**config.mk**
```make
export PLATFORM = sky130hd
export DESIGN_NAME = freelist_flat
export DESIGN_NICKNAME = d
export VERILOG_FILES = /design/src/rtl/freelist_pkg.sv /design/src/rtl/freelist_if.sv /design/src/rtl/freelist_fl_ptr.sv /design/src/rtl/freelist.sv /design/src/flat_wrapper.sv
export SDC_FILE = /design/constraint.sdc
export NUM_CORES = 1
export LEC_CHECK = 0
export CAP_MARGIN = 20
export CORE_MARGIN = 2
export CORE_UTILIZATION = 60
export DETAILED_ROUTE_END_ITERATION = 10
export PLACE_DENSITY_LB_ADDON = 0.08
export SLEW_MARGIN = 20
export SYNTH_ARGS = -nofsm -noshare
export SYNTH_HDL_FRONTEND = slang
export SYNTH_SLANG_ARGS = --single-unit
```
**constraint.sdc**
```tcl
create_clock -name clock -period 4.1 [get_ports clock]
set_input_delay 0.82 -clock clock [delete_from_list [all_inputs] [get_ports clock]]
set_output_delay 0.82 -clock clock [all_outputs]
set_load 0.05 [all_outputs]
```
**src/rtl/freelist_pkg.sv**
```systemverilog
// Shared types and sizing for the rename-stage physical register free list.
package freelist_pkg;

  localparam int PREG_NUM     = 64;
  localparam int ARCH_REG_NUM = 32;
  localparam int LREG_NUM     = 32;
  localparam int FL_SIZE      = PREG_NUM - ARCH_REG_NUM;
  localparam int FL_IDX_W     = $clog2(FL_SIZE);
  localparam int FL_PTR_W     = FL_IDX_W + 1;
  localparam int PREG_W       = $clog2(PREG_NUM);
  localparam int LREG_W       = $clog2(LREG_NUM);

  typedef logic [PREG_W-1:0]   preg_t;
  typedef logic [LREG_W-1:0]   lreg_t;
  typedef logic [FL_PTR_W-1:0] fl_ptr_t;
  typedef logic [FL_IDX_W-1:0] fl_idx_t;

  // Storage index of a wrap-flag pointer (drops the flag bit).
  function automatic fl_idx_t fl_index(fl_ptr_t p);
    return p[FL_IDX_W-1:0];
  endfunction

  // Number of asserted bits among two single-bit flags.
  function automatic logic [1:0] count2(logic a, logic b);
    return {1'b0, a} + {1'b0, b};
  endfunction

endpackage

```
**src/rtl/freelist_if.sv**
```systemverilog
// Rename / commit / redirect signal bundle between the pipeline and the free list.
interface freelist_if;
  import freelist_pkg::*;

  logic    instr0_alloc_req;
  logic    instr1_alloc_req;
  logic    alloc_ready;
  preg_t   instr0_prd;
  preg_t   instr1_prd;
  logic    commits0_valid;
  lreg_t   commits0_lrd;
  preg_t   commits0_old_prd;
  logic    commits1_valid;
  lreg_t   commits1_lrd;
  preg_t   commits1_old_prd;
  logic    redirect_valid;
  fl_ptr_t free_count;

  // Pipeline side: rename requests, rob commits and flushes.
  modport master (
    output instr0_alloc_req, instr1_alloc_req,
    output commits0_valid, commits0_lrd, commits0_old_prd,
    output commits1_valid, commits1_lrd, commits1_old_prd,
    output redirect_valid,
    input  alloc_ready, instr0_prd, instr1_prd, free_count
  );

  // Free list side.
  modport slave (
    input  instr0_alloc_req, instr1_alloc_req,
    input  commits0_valid, commits0_lrd, commits0_old_prd,
    input  commits1_valid, commits1_lrd, commits1_old_prd,
    input  redirect_valid,
    output alloc_ready, instr0_prd, instr1_prd, free_count
  );

endinterface

```
**src/rtl/freelist_fl_ptr.sv**
```systemverilog
// Wrap-flag queue pointer: advances by 0/1/2 or loads a new value.
// The MSB is the wrap flag; because the depth is a power of two, plain
// binary addition wraps the index and toggles the flag together.
module freelist_fl_ptr
  import freelist_pkg::*;
#(
  parameter fl_ptr_t RST_VAL = '0
) (
  input  logic       clock,
  input  logic       reset_n,
  input  logic       i_load,
  input  fl_ptr_t    i_load_val,
  input  logic [1:0] i_inc,
  output fl_ptr_t    o_ptr
);

  fl_ptr_t r_ptr;

  // Load has priority over increment.
  always_ff @(posedge clock or negedge reset_n) begin
    if (!reset_n) begin
      r_ptr <= RST_VAL;
    end else if (i_load) begin
      r_ptr <= i_load_val;
    end else begin
      r_ptr <= r_ptr + fl_ptr_t'(i_inc);
    end
  end

  assign o_ptr = r_ptr;

endmodule

```
**src/rtl/freelist.sv**
```systemverilog
// Physical register free list for a 2-wide rename stage.
// spec_head moves on rename, arch_head moves on commit, tail moves on free.
// A redirect snaps spec_head back to arch_head, reclaiming every preg handed
// to flushed instructions in a single cycle.
module freelist
  import freelist_pkg::*;
(
  input  logic     clock,
  input  logic     reset_n,
  freelist_if.slave fl
);

  preg_t      r_entry [FL_SIZE];

  fl_ptr_t    w_spec_head;
  fl_ptr_t    w_arch_head;
  fl_ptr_t    w_tail;
  fl_ptr_t    w_arch_head_next;
  fl_ptr_t    w_wr1_ptr;
  fl_ptr_t    w_free_count;
  logic       w_free0;
  logic       w_free1;
  logic [1:0] w_free_cnt;
  logic       w_alloc_ready;
  logic       w_alloc_fire;
  logic [1:0] w_spec_inc;

  // A commit to x0 never consumed a preg, so it releases nothing.
  assign w_free0    = fl.commits0_valid && (fl.commits0_lrd != '0);
  assign w_free1    = fl.commits1_valid && (fl.commits1_lrd != '0);
  assign w_free_cnt = count2(w_free0, w_free1);

  assign w_free_count  = w_tail - w_spec_head;
  assign w_alloc_ready = (w_free_count >= fl_ptr_t'(2));
  assign w_alloc_fire  = w_alloc_ready && !fl.redirect_valid;
  assign w_spec_inc    = w_alloc_fire ? count2(fl.instr0_alloc_req, fl.instr1_alloc_req) : 2'd0;

  // Redirect target includes commits retiring in the same cycle.
  assign w_arch_head_next = w_arch_head + fl_ptr_t'(w_free_cnt);

  // Frees are compacted: a lone commit1 free still lands at tail.
  assign w_wr1_ptr = w_tail + fl_ptr_t'(w_free0);

  freelist_fl_ptr #(.RST_VAL('0)) u_spec_head (
    .clock      (clock),
    .reset_n    (reset_n),
    .i_load     (fl.redirect_valid),
    .i_load_val (w_arch_head_next),
    .i_inc      (w_spec_inc),
    .o_ptr      (w_spec_head)
  );

  freelist_fl_ptr #(.RST_VAL('0)) u_arch_head (
    .clock      (clock),
    .reset_n    (reset_n),
    .i_load     (1'b0),
    .i_load_val ('0),
    .i_inc      (w_free_cnt),
    .o_ptr      (w_arch_head)
  );

  freelist_fl_ptr #(.RST_VAL(fl_ptr_t'(FL_SIZE))) u_tail (
    .clock      (clock),
    .reset_n    (reset_n),
    .i_load     (1'b0),
    .i_load_val ('0),
    .i_inc      (w_free_cnt),
    .o_ptr      (w_tail)
  );

  // Queue storage: reset holds pregs ARCH_REG_NUM.., freed pregs append at tail.
  always_ff @(posedge clock or negedge reset_n) begin
    if (!reset_n) begin
      for (int i = 0; i < FL_SIZE; i++) begin
        r_entry[i] <= preg_t'(ARCH_REG_NUM + i);
      end
    end else begin
      if (w_free0) begin
        r_entry[fl_index(w_tail)] <= fl.commits0_old_prd;
      end
      if (w_free1) begin
        r_entry[fl_index(w_wr1_ptr)] <= fl.commits1_old_prd;
      end
    end
  end

  // Slot1 reads the head itself when slot0 is not renaming.
  assign fl.instr0_prd  = r_entry[fl_index(w_spec_head)];
  assign fl.instr1_prd  = r_entry[fl_index(w_spec_head + fl_ptr_t'(fl.instr0_alloc_req))];
  assign fl.alloc_ready = w_alloc_ready;
  assign fl.free_count  = w_free_count;

  a_commit_order : assert property (@(posedge clock) disable iff (!reset_n)
    fl.commits1_valid |-> fl.commits0_valid);

  a_count_bound : assert property (@(posedge clock) disable iff (!reset_n)
    w_free_count <= fl_ptr_t'(FL_SIZE));

  a_tail_bound : assert property (@(posedge clock) disable iff (!reset_n)
    (w_tail - w_arch_head) <= fl_ptr_t'(FL_SIZE));

  a_free0_nonzero : assert property (@(posedge clock) disable iff (!reset_n)
    w_free0 |-> (fl.commits0_old_prd != '0));

  a_free1_nonzero : assert property (@(posedge clock) disable iff (!reset_n)
    w_free1 |-> (fl.commits1_old_prd != '0));

  a_alloc0_nonzero : assert property (@(posedge clock) disable iff (!reset_n)
    (w_alloc_fire && fl.instr0_alloc_req) |-> (fl.instr0_prd != '0));

  a_alloc1_nonzero : assert property (@(posedge clock) disable iff (!reset_n)
    (w_alloc_fire && fl.instr1_alloc_req) |-> (fl.instr1_prd != '0));

endmodule
```
**src/flat_wrapper.sv**
```systemverilog
// flat-port wrapper written by rule: the top's interface ports become plain ports
module freelist_flat import freelist_pkg::*;
  (clock, reset_n, fl_instr0_alloc_req, fl_instr1_alloc_req, fl_commits0_valid, fl_commits0_lrd, fl_commits0_old_prd, fl_commits1_valid, fl_commits1_lrd, fl_commits1_old_prd, fl_redirect_valid, fl_alloc_ready, fl_instr0_prd, fl_instr1_prd, fl_free_count);
  freelist_if fl_i ();
  input  logic clock;
  input  logic reset_n;
  input wire logic [$bits(fl_i.instr0_alloc_req)-1:0] fl_instr0_alloc_req;
  input wire logic [$bits(fl_i.instr1_alloc_req)-1:0] fl_instr1_alloc_req;
  input wire logic [$bits(fl_i.commits0_valid)-1:0] fl_commits0_valid;
  input wire logic [$bits(fl_i.commits0_lrd)-1:0] fl_commits0_lrd;
  input wire logic [$bits(fl_i.commits0_old_prd)-1:0] fl_commits0_old_prd;
  input wire logic [$bits(fl_i.commits1_valid)-1:0] fl_commits1_valid;
  input wire logic [$bits(fl_i.commits1_lrd)-1:0] fl_commits1_lrd;
  input wire logic [$bits(fl_i.commits1_old_prd)-1:0] fl_commits1_old_prd;
  input wire logic [$bits(fl_i.redirect_valid)-1:0] fl_redirect_valid;
  output wire logic [$bits(fl_i.alloc_ready)-1:0] fl_alloc_ready;
  output wire logic [$bits(fl_i.instr0_prd)-1:0] fl_instr0_prd;
  output wire logic [$bits(fl_i.instr1_prd)-1:0] fl_instr1_prd;
  output wire logic [$bits(fl_i.free_count)-1:0] fl_free_count;
  assign fl_i.instr0_alloc_req = fl_instr0_alloc_req;
  assign fl_i.instr1_alloc_req = fl_instr1_alloc_req;
  assign fl_i.commits0_valid = fl_commits0_valid;
  assign fl_i.commits0_lrd = fl_commits0_lrd;
  assign fl_i.commits0_old_prd = fl_commits0_old_prd;
  assign fl_i.commits1_valid = fl_commits1_valid;
  assign fl_i.commits1_lrd = fl_commits1_lrd;
  assign fl_i.commits1_old_prd = fl_commits1_old_prd;
  assign fl_i.redirect_valid = fl_redirect_valid;
  assign fl_alloc_ready = fl_i.alloc_ready;
  assign fl_instr0_prd = fl_i.instr0_prd;
  assign fl_instr1_prd = fl_i.instr1_prd;
  assign fl_free_count = fl_i.free_count;
  freelist u_core (.clock(clock), .reset_n(reset_n), .fl(fl_i));
endmodule
```
# Word level (Yosys, flattened, before mapping)
# Index checks and enable logic that the tools add are counted.
[totals] inputBits=29 reg_bits=210 output_inout_bits=19
[classes] bitwise_logic=4 n_addsub=8 n_reduce_logical=8 muxes=16 magnitude_cmp=7
[op_table] operator="192-bit bitwise mux" count=2
[op_table] operator="192-bit two-way mux" count=2
[op_table] operator="6-bit binary-select mux with 5-bit select" count=2
[op_table] operator="6-bit demux with 5-bit select" count=2
[op_table] operator="6-bit two-way mux" count=7
[op_table] operator="6-bit greater-or-equal comparator (second input constant)" count=4
[op_table] operator="5-bit inverter with 6-bit output" count=4
[op_table] operator="6-bit by 2-bit adder with 6-bit output" count=3
[op_table] operator="6-bit by 1-bit < comparator with 1-bit output (second input constant)" count=2
[op_table] operator="5-bit by 1-bit adder with 5-bit output" count=2
[op_table] operator="5-bit nonzero test" count=2
[op_table] operator="6-bit by 2-bit greater-or-equal comparator with 1-bit output (second input constant)" count=1
[op_table] operator="6-bit subtractor" count=1
[op_table] operator="1-bit logical AND" count=5
[op_table] operator="1-bit by 1-bit adder with 2-bit output" count=2
[op_table] operator="2-bit two-way mux" count=1
[op_table] operator="1-bit zero test" count=1

# Logic depth before layout (Yosys ltp)
[logic_depth] word_depth=10 depth_mapped=16 ltp_nobuf=14

# Cells and area by module
# A second synthesis with hierarchy kept.
[unflattened] hier_cells=1132 hier_area_um2=14955.6
[modules_own_cells] module="freelist" instances=1 cells_each=1027 area_per_inst_um2=13892.1 seq_area_each_um2=4944.7
[modules_own_cells] module="freelist_fl_ptr at u_core.u_arch_head ..." instances=2 cells_each=35 area_per_inst_um2=354.1 seq_area_each_um2=150.1
[modules_own_cells] module="freelist_fl_ptr at u_core.u_tail" instances=1 cells_each=35 area_per_inst_um2=355.3 seq_area_each_um2=151.4

# Worst setup path after synthesis
# No wires, ideal clock.
[synth_timing] kind="register to register" from="register u_core.u_spec_head.r_ptr[1], in the netlist u_core.u_spec_head.o_ptr[1]" to="register u_core.u_spec_head.r_ptr[4], in the netlist u_core.u_spec_head.o_ptr[4]" path_buffers=3 path_stages_with_launch=17 period_less_slack_ps=4601 required_time_ps=3963 arrival_time_ps=4464 setup_time_ps=137 path_slack_ps=-501 cell_sequence="dfrtp_1 clkbuf_1 clkbuf_1 buf_1 inv_1 ha_1 nor2b_1 o31a_1 a21oi_1 nor3_1 a311oi_1 ha_1 inv_1 fa_1 nor3_1 xnor2_1 o21ai_0"
[synth_between] elab_chain_cells=6
[synth_lines] item="start, declared" line="freelist_fl_ptr.sv:17" text="fl_ptr_t r_ptr;"
[synth_lines] item="start signal, assigned" line="freelist_fl_ptr.sv:24" text="r_ptr <= i_load_val;"
[synth_lines] item="start signal, assigned" line="freelist_fl_ptr.sv:26" text="r_ptr <= r_ptr + fl_ptr_t'(i_inc);"
[synth_lines] item="6-bit subtractor" line="freelist.sv:33" text="assign w_free_count = w_tail - w_spec_head;"
[synth_lines] item="net fl_free_count[3]" line="flat_wrapper.sv:19" text="output wire logic [$bits(fl_i.free_count)-1:0] fl_free_count;"
[synth_lines] item="6-bit by 2-bit greater-or-equal comparator with 1-bit output" line="freelist.sv:34" text="assign w_alloc_ready = (w_free_count >= fl_ptr_t'(2));"
[synth_lines] item="1-bit logical AND" line="freelist.sv:35" text="assign w_alloc_fire = w_alloc_ready && !fl.redirect_valid;"
[synth_lines] item="2-bit two-way mux" line="freelist.sv:36" text="assign w_spec_inc = w_alloc_fire ? count2(fl.instr0_alloc_req, fl.instr1_alloc_req) : 2'd0;"
[synth_lines] item="6-bit by 2-bit adder with 6-bit output" line="freelist_fl_ptr.sv:26"
[synth_lines] item="6-bit two-way mux" line="freelist_fl_ptr.sv:23" text="end else if (i_load) begin"
# The timed path passes the listed nets, and every way through them passes these cells.

# Worst setup path in the final report
[layout_timing] from="register u_core.u_spec_head.r_ptr[0], in the netlist u_core.u_spec_head.o_ptr[0]" to="output port fl_instr1_prd[4]"
[layout_between] elab_chain_cells=5
[layout_lines] item="5-bit by 1-bit adder with 5-bit output" line="freelist.sv:89" text="assign fl.instr1_prd = r_entry[fl_index(w_spec_head + fl_ptr_t'(fl.instr0_alloc_req))];"
[layout_lines] item="5-bit inverter with 6-bit output (not written as such)" line="freelist.sv:89"
[layout_lines] item="6-bit binary-select mux with 5-bit select" line="freelist.sv:89"
[layout_lines] item="6-bit two-way mux (not written as such) (2 in a row)" line="freelist.sv:89"
[layout_lines] item="end, declared" line="flat_wrapper.sv:18" text="output wire logic [$bits(fl_i.instr1_prd)-1:0] fl_instr1_prd;"
# Every way passes these cells. The select of a mux whose other input is x is not followed.

==> summary.md <==
| Metric | Value |
|---|---|
| I/O pins | 48 |
| Worst Tran Pin Value | around 940 ps |
| Fin Clk Skew | roughly 15 ps |
| Largest family of logic cells by synthesized area | multiplexers |
| Vias in the first global route | about 11000 |
| Top Family by Delay on Critical Path | multiplexers |
| Static Leak | between 0.007 and 0.008 uW |
| Crit-path most repeated cell | buf_4 |
| Place WS | -35.2 ps |
| Seq/Total Area, Yosys | 0.371 |
| CP max FO | 18 |
| Final ANT Viol Nets | 0 |
| Synthesized area | 14600 sq um |
| Max Slew Vio Count | 0 |
| Mean Syn Cell Area | 12.1 sq um |
| Synth Net Count | 1253 |
| HPWL after detailed placement | 30100 microns |
| Peak supply drop | 991 uV |
| Xor/xnor cell area share of the yosys netlist | 0.0107 |
| Complex-gate fraction of the synthesized area | 0.0571 |
| Initial antenna violation count | 0 |
| WP buf/inv | 3 |
| CP Launch Type | flop |
| CTS Buf Count | 25 |
| Slowest cell on crit path | dfrtp_2 |
| Slowest Stage Delay on Critical Path | 510 ps |
| Most common cell in the synthesized netlist | mux2_2 |
| CP arrival | 3150 ps |
| Distinct cell type count after synthesis | 56 |
| Tcrit/Tclk final | 0.968 |
| Data required, critical path | between 3000 and 4000 ps |
| Post-synth top area cell | dfstp_2 |
| Simple-gate area share of the yosys netlist | 0.0812 |
| GRT overflow | 0 |
| Iteration-0 DRC Markers | between 1000 and 1500 |
| Status | finished clean |
| Largest net degree at the start of global routing | 94 |
| Global-route wire length before repair | roughly 67000 microns |
| RSZ-0062 raised after global routing | no |
| CORE AREA | 23600 sq um |
| Die area | 25500 sq um |
| Vias post-DR | approximately 11000 |
| DRC | 0 |
| Placed Cells incl. Taps | between 1500 and 2000 |
| Commonest cells post-synth | mux2_2 (254), mux2i_1 (118), dfstp_2 (113), dfrtp_1 (97), nand2_1 (79) |
| WL final | 44200 microns |
| Post-synthesis adder-cell area fraction | 0.0201 |
| Cells after Synth | between 1000 and 1500 |
| PortBufs | 47 |
| Final GP Congestion | 0.977 |
| Ant diodes | 0 |
| Pre-antenna DRT Iters | 6 |
| Layout cells sized above 1 | 0.492 |
| Period minus WS final | between 3000 and 4000 ps |
| Cell row count | 56 |
| CTS tree | yes |
| Crit. End Element | primary output |
| Hold Crit Class | primary input to async pin |
| Top cell type's share of synthesized area | 0.204 |
| Maxcap violations | 0 |
| CTS sink cnt | 210 |
| Die Wd | 160 microns |
| Final Non-Filler Cells | 1590 |
| Vias per cell | 6.75 |
| Post-synthesis mux area share | 0.428 |
| Final WS setup | 133 ps |
| FF+latch count, synth | 210 |
| Nets | 1302 |
| CP Class | flop to primary output |
| Gr usage total | 0.348 |
| Root Buffer | clkbuf_16 |
| Hold Fails Final Rpt | 0 |
| Final setup viols | 0 |
| Worst-path cell chain | buf_4 > ha_4 > ha_2 > buf_12 > mux4_2 > mux2i_1 > a32o_2 > a221oi_2 > buf_4 |
| H-tree Lvls | 1 |
| Max transition margin | 0.374 |
| Syn-to-layout area delta | 14.3% |
| Wire per inst | 27.8 microns |
| Power per cell area | 989 nW/um^2 |
| Clk slew on worst S/H paths | 60 ps |
| EDFF count, synth | 0 |
| Post-synth ARST share | 1.00 |
| Cells taking the most area after synthesis | dfstp_2 (20%), mux2_2 (20%), dfrtp_1 (17%) |
| Clk Latency, worst-skew pair | 550 ps |
| Initial Util | 0.616 |
| Fmax | 252 MHz |
| Synth Flop Type | dfstp_2 |
| Die span in y | about 160 microns |
| Ys Warns | 0 |
| CTS Buffer Depth | 3 |
cell usage in the layout (no fill, tap or decap), types with 4 or more instances in the layout:
master / n
dfrtp_1: 95
nand2b_1: 6
nor2_2: 4
a22oi_1: 14
dlygate4sd2_1: 5
clkbuf_16: 25
buf_4: 59
clkdlybuf4s50_1: 25
mux2i_1: 118
clkbuf_8: 5
xor2_1: 5
buf_12: 14
nor3_1: 6
buf_2: 5
and2_1: 5
a221oi_2: 4
nand3_1: 28
inv_1: 22
nor2_1: 51
fa_1: 4
a21oi_1: 37
xnor2_1: 11
mux2_2: 254
mux4_2: 78
mux2_1: 38
ha_1: 15
nor2b_1: 7
nand2_1: 79
o21ai_0: 30
nand3_2: 29
clkinv_2: 7
dfstp_2: 113
what timing repair did:
| action | in CTS | in global routing |
|---|---|---|
| buffers inserted | 0 | 1 |
| resized for setup | 9 | 6 |
| endpoints found under the setup margin | 7 | 8 |
| hold buffers | 0 | 0 |
flip-flops by register name (all words and copies together) (netlist names):
name and cells:
u_core.r_entry 192, u_core.u_arch_head.o_ptr 6, u_core.u_spec_head.o_ptr 6, u_core.u_tail.o_ptr 6
kinds of logic after synthesis:
| kind of cell | Yosys count |
|---|---|
| buffers and inverters | 114 |
| AOI/OAI and AO/OA | 125 |
| DFF | 210 |
| xor gates and xnor gates | 17 |
| muxes | 488 |
| and+or+nand+nor | 228 |
| adders and majority gates | 21 |
layer usage:
layer	wire length [microns]	global-route usage	vias to the layer above
li1	-	-	4607
met1	17900	0.470	5466
met2	20800	0.560	518
met3	3290	0.0532	134
met5	0	0	-
met4	2190	0.157	0
area by class of cell:
class / count / area [sq um]
Tap cell: 319 / 399
Fill cell: 1761 / 6980
Clock inverter: 14 / 146
Clock buffer: 32 / 692
Multi-Input combinational cell: 879 / 8790
Timing Repair Buffer: 113 / 1120
Inverter: 23 / 86.3
Sequential cell: 210 / 5400
worst reg2reg max path, stage by stage, from the launching register on:
cell	delay (ps)
dfrtp_1	670
inv_1	290
ha_1	380
o21a_1	120
o31a_1	140
o32ai_1	180
a311oi_2	120
a311oi_1	290
ha_1	220
inv_1	60
fa_1	400
nor3_1	220
xnor2_1	150
o21ai_0	90
worst paths after layout:
| path | start | endpoint | slack, ps | cells past startpoint |
|---|---|---|---|---|
| setup / recovery | u_core.u_spec_head.o_ptr[0] | fl_instr1_prd[4] | 130 | 9 |
| hold / removal | reset_n | u_core.u_spec_head.o_ptr[1] | 310 | 1 |
| hold reg to reg | u_core.u_arch_head.o_ptr[5] | u_core.u_arch_head.o_ptr[5] | 480 | 1 |
| min in group clock | u_core.u_arch_head.o_ptr[5] | u_core.u_arch_head.o_ptr[5] | 480 | 1 |
| setup reg to reg | u_core.u_spec_head.o_ptr[3] | u_core.u_spec_head.o_ptr[4] | 640 | 13 |
| max in group asynchronous | reset_n | u_core.r_entry[135] | 2850 | 2 |
where the power goes:
part / switching, uW / leakage [uW] / internal (uW)
Sequential: 1130 / 0.00237 / 3480
Combinational: 4940 / 0.00427 / 4620
Clock: 946 / 0.000411 / 1330
metrics by stage:
step / util / instance area, sq um / hold slack (ps) / power (uW) / setup TNS [ps]
floorplan: - / 14600 / 432 / 10800 / -165
global placement: 0.666 / 15700 / 456 / 13700 / -38.6
detailed placement: 0.666 / 15700 / 464 / 13900 / -35.2
CTS: 0.702 / 16600 / 385 / 16200 / 0
global route: 0.704 / 16600 / 390 / 17200 / 0
finish: 0.704 / 16600 / 305 / 16400 / 0
(Power assumes the default switching activity.)
